[config.mk]
export PLATFORM = sky130hd
export DESIGN_NAME = button_press_classifier
export DESIGN_NICKNAME = d
export VERILOG_FILES = /design/src/rtl/button_press_classifier.sv
export SDC_FILE = /design/constraint.sdc
export NUM_CORES = 1
export LEC_CHECK = 0
export ABC_AREA = 0
export CELL_PAD_IN_SITES_DETAIL_PLACEMENT = 0
export CELL_PAD_IN_SITES_GLOBAL_PLACEMENT = 1
export CORE_AREA = 2 2 57 73
export DETAILED_ROUTE_END_ITERATION = 8
export DIE_AREA = 0 0 59 75
export HOLD_SLACK_MARGIN = 0.15
export PLACE_DENSITY = 0.73
export REMOVE_ABC_BUFFERS = 1
export SYNTH_ARGS = -nofsm -noshare
export SYNTH_HDL_FRONTEND = slang
export SYNTH_SLANG_ARGS = --single-unit
[constraint.sdc]
create_clock -name clk -period 2.5 [get_ports clk]
set_clock_uncertainty 0.2 [all_clocks]
set_input_delay 0.375 -clock clk [delete_from_list [all_inputs] [get_ports clk]]
set_output_delay 0.375 -clock clk [all_outputs]
set_load 0.05 [all_outputs]
[src/rtl/button_press_classifier.sv]
// Turns the debounced, active-low button level into single-cycle key events:
// short press, long press and auto-repeat ticks, plus a count of completed presses.
module button_press_classifier #(
    parameter int LONG_CYCLES   = 50,
    parameter int REPEAT_CYCLES = 10,
    parameter int CNT_W         = 8
) (
    input  logic             clk,
    input  logic             reset,
    input  logic             Din,
    output logic             pressed,
    output logic             short_press,
    output logic             long_press,
    output logic             repeat_pulse,
    output logic [CNT_W-1:0] press_count
);

    localparam int HOLD_W    = $clog2(LONG_CYCLES);
    localparam int REP_W     = (REPEAT_CYCLES < 2) ? 1 : $clog2(REPEAT_CYCLES);
    localparam int HOLD_LAST = LONG_CYCLES - 1;
    localparam int REP_LAST  = (REPEAT_CYCLES == 0) ? 0 : REPEAT_CYCLES - 1;

    typedef enum logic [1:0] {
        WAIT_REL  = 2'd0,
        IDLE      = 2'd1,
        HELD      = 2'd2,
        LONG_HELD = 2'd3
    } state_t;

    // state is kept as a named register so checkers can bind to it directly.
    state_t            state;
    logic              din_q;
    logic [HOLD_W-1:0] hold_cnt;
    logic [REP_W-1:0]  rep_cnt;

    always_ff @(posedge clk) begin
        if (reset) begin
            // din_q resets to "pressed" so a button held through reset is ignored until released.
            din_q        <= 1'b0;
            state        <= WAIT_REL;
            hold_cnt     <= '0;
            rep_cnt      <= '0;
            pressed      <= 1'b0;
            short_press  <= 1'b0;
            long_press   <= 1'b0;
            repeat_pulse <= 1'b0;
            press_count  <= '0;
        end else begin
            din_q        <= Din;
            short_press  <= 1'b0;
            long_press   <= 1'b0;
            repeat_pulse <= 1'b0;

            case (state)
                WAIT_REL: begin
                    if (din_q) state <= IDLE;
                end
                IDLE: begin
                    if (!din_q) begin
                        state    <= HELD;
                        hold_cnt <= HOLD_W'(1);
                        pressed  <= 1'b1;
                    end
                end
                HELD: begin
                    // Release is checked first so it wins on the threshold edge.
                    if (din_q) begin
                        state       <= IDLE;
                        short_press <= 1'b1;
                        press_count <= press_count + 1'b1;
                        pressed     <= 1'b0;
                    end else if (hold_cnt == HOLD_W'(HOLD_LAST)) begin
                        state      <= LONG_HELD;
                        long_press <= 1'b1;
                        rep_cnt    <= '0;
                    end else begin
                        hold_cnt <= hold_cnt + 1'b1;
                    end
                end
                LONG_HELD: begin
                    if (din_q) begin
                        state       <= IDLE;
                        press_count <= press_count + 1'b1;
                        pressed     <= 1'b0;
                    end else if (REPEAT_CYCLES != 0) begin
                        if (rep_cnt == REP_W'(REP_LAST)) begin
                            repeat_pulse <= 1'b1;
                            rep_cnt      <= '0;
                        end else begin
                            rep_cnt <= rep_cnt + 1'b1;
                        end
                    end
                end
                default: state <= WAIT_REL;
            endcase
        end
    end

endmodule

==> impl_results.md <==
- CP cell instances: clkdlybuf4s50_1
- XOR/XNOR Fraction of Synth Area: 0.0694
- Share of cells above drive strength 1: 0.0696
- Worst reg2reg path depth: 5
- Max-cap viol count: 0
- Placed inst area: 1450 sq um
- First drt pass iteration count: 4
- R2R Path Start: state[1]
- CTS tree: done
- Startpoint types: register
- Count of cells resized by post-cts repair: 0
- Top-count cell post-synth: dfxtp_1
- Fin area: 1500 sq um
- Pleak: 0.000563 uW
- Synth Area in Simple Gates: 0.259
- Worst Hold Path EP: rep_cnt[1]
- Antenna fix cells: 0
- Row count: 25
- First-pass GRT wire length: 4.31 mm
- Routed Antenna Nets: 0
- IO Count: 15
- Worst r2r dst: rep_cnt[2]
- Predominant post-synthesis flop cell: dfxtp_1
- Mapped cell area: 1260 sq um
- Clock transition at path regs: 0.08 ns
- Crit Path Class: register to output pin
- Sequential fraction of the synthesis area: 0.396
- Syn Inst Count: 142
- Starting DRT DRC Count: 17
- Vias in the first global route: 964
- Hold path cells: 2
- Area fraction in compound gates after synthesis: 0.148
- Commonest cells post-synth: 25 x dfxtp_1, 12 x nor2_1, 11 x nand2_1
- CP required: 1.92 ns
- Clk_lat worst skew: 0.26 ns
- CTS sink cnt: 25
- Worst min path class: register to register
- Mean post-synth cell area: 8.89 sq um
- Main combinational cell family by area after synthesis: simple AND/OR/NAND/NOR gates
- Routed len/inst: 12.9 microns
- Max stage delay on crit path: 0.84 ns
- Largest net degree at the start of global routing: 17
- Worst Tran Pin Value: 0.596 ns
- Max stage delay cell, worst path: clkdlybuf4s50_1
- #FFs+latches synth: 25
- Core ar.: 3690 sq um
- Total GRT Usage: 0.127
- Mux cell area share after synthesis: 0
- CP Max Fanout: 7
- Final wirelength: 2.56 mm
- Final worst-path cycle share: 0.840
- Area leader, netlist: dfxtp_1
- Slew Limit Headroom: 0.599
- Initial antenna violation count: 0
- Area Growth Syn to Fin: 18.6%
- FMAX: 476 MHz
- Final setup fails: 0
- R2r setup slk: 0.49 ns
- Setup crit end kind: output pin
- Setup_tns: 0 ns
- Number of synthesized flops with an enable pin: 0
- VDD IR-drop max: 311 uV
- I/O Buffers: 14
- GP Congestion: 0.752
- CTS root buf: clkbuf_8
- Die area: 4430 sq um
- CTS Buf Count: 3
- Asr flop ratio synth: 0
- Status: completed
- Core Util, Final: 0.406
- Min cycle time layout: 2.10 ns
- Pwr Density: 733 nW/um^2
- Hold_buf cts: 0
- Critical path's top delay family: buffers and inverters
- Buf/Inv on CP: 1
- Hold Crit Start: rep_cnt[1]
- # DRC: 0
- Via count: 1036
- Largest cells by area after synthesis: dfxtp_1 40%, ha_1 8.9%, xor2_1 4.9%
- Setup bufs post-CTS: 0
- CTS max path bufs: 2
- Gr ovfl total: 0
- Via/cell ratio: 5.23
- RSZ-0062 raised after global routing: false
- H-tree depth: 1
- Top-area cell type share of the netlist area: 0.396
- Starting density of the core: 0.342
- Final Max Slew Viols: 0
- Die width: 59 microns
- Final #Nets: 171
- Synth Area in Adders: 0.0892
- Worst EP arrival: 1.53 ns
- Dpl hpwl: 1.89 mm
- Fin. Hold Viols: 0
- Yosys warns: 0
- Die height: 75 microns
- Count of cell types in the netlist: 37
worst max path at each step:
stage                   start             end  slack, ns  cells past startpoint
2_1_floorplan        state[0]      rep_cnt[2]       0.56                      6
3_3_place_gp         state[0]  press_count[7]       0.60                      6
3_5_place_dp         state[0]  press_count[5]       0.53                      6
4_1_cts        press_count[2]  press_count[2]       0.38                      1
5_1_grt        press_count[4]  press_count[4]       0.32                      1
6_report       press_count[3]  press_count[3]       0.40                      1
metrics by stage:
step	std cells	total power, uW	setup slack (ns)	hold slack [ns]
6_report	198	1100	0.399	0.302
5_1_grt	198	1190	0.322	0.330
4_1_cts	198	1120	0.382	0.304
3_5_place_dp	194	872	0.532	0.291
3_3_place_gp	194	861	0.601	0.288
2_1_floorplan	138	764	0.561	0.244
routing by layer:
metal	GRT usage	share of wire	up-vias
met5	0	0	-
met4	0.0606	0.0070	0
met3	0.0172	0.027	2
met2	0.222	0.51	16
met1	0.151	0.46	484
li1	-	-	534
final cells by class:
| cell class | count | area [sq um] |
|---|---|---|
| multi-input cells | 104 | 713 |
| inverters | 9 | 33.8 |
| clock buffers | 4 | 45.0 |
| fillers | 386 | 2190 |
| well taps | 40 | 50.0 |
| repair buffers | 16 | 155 |
| flip-flops and latches | 25 | 500 |
where the power goes:
part           total [uW]  switching, uW  internal [uW]
logic                 386            234            151
clock network         235            122            114
registers             477           40.6            436
total                1100            396            702
state kept, by name, summed over array words and instances, names as in the netlist, 2 cells and up:
name and cells:
hold_cnt 6, press_count 8, rep_cnt 4, state 2
cells in the final DEF, fill, tap and decap left out, types with 2 or more instances in the layout:
master and count:
xnor2_1 3, ha_1 9, and4b_1 2, o21ai_0 9
nand2_1 11, nand4_1 6, nand3b_1 2, nand3_1 2
nor3_1 3, buf_4 2, dfxtp_1 25, or3_1 4
clkdlybuf4s50_1 14, and3_1 4, nand2b_1 2, xor2_1 7
clkbuf_8 3, nor2_1 12, inv_1 9, a21oi_1 8
nor2b_1 2
logic make-up after synthesis:
family | after synthesis
adders and majority gates | 9
AOI/OAI and AO/OA | 29
xor gates and xnor gates | 10
DFF | 25
and+or+nand+nor | 56
buffers and inverters | 13
Power figures use the tool's default switching activity.
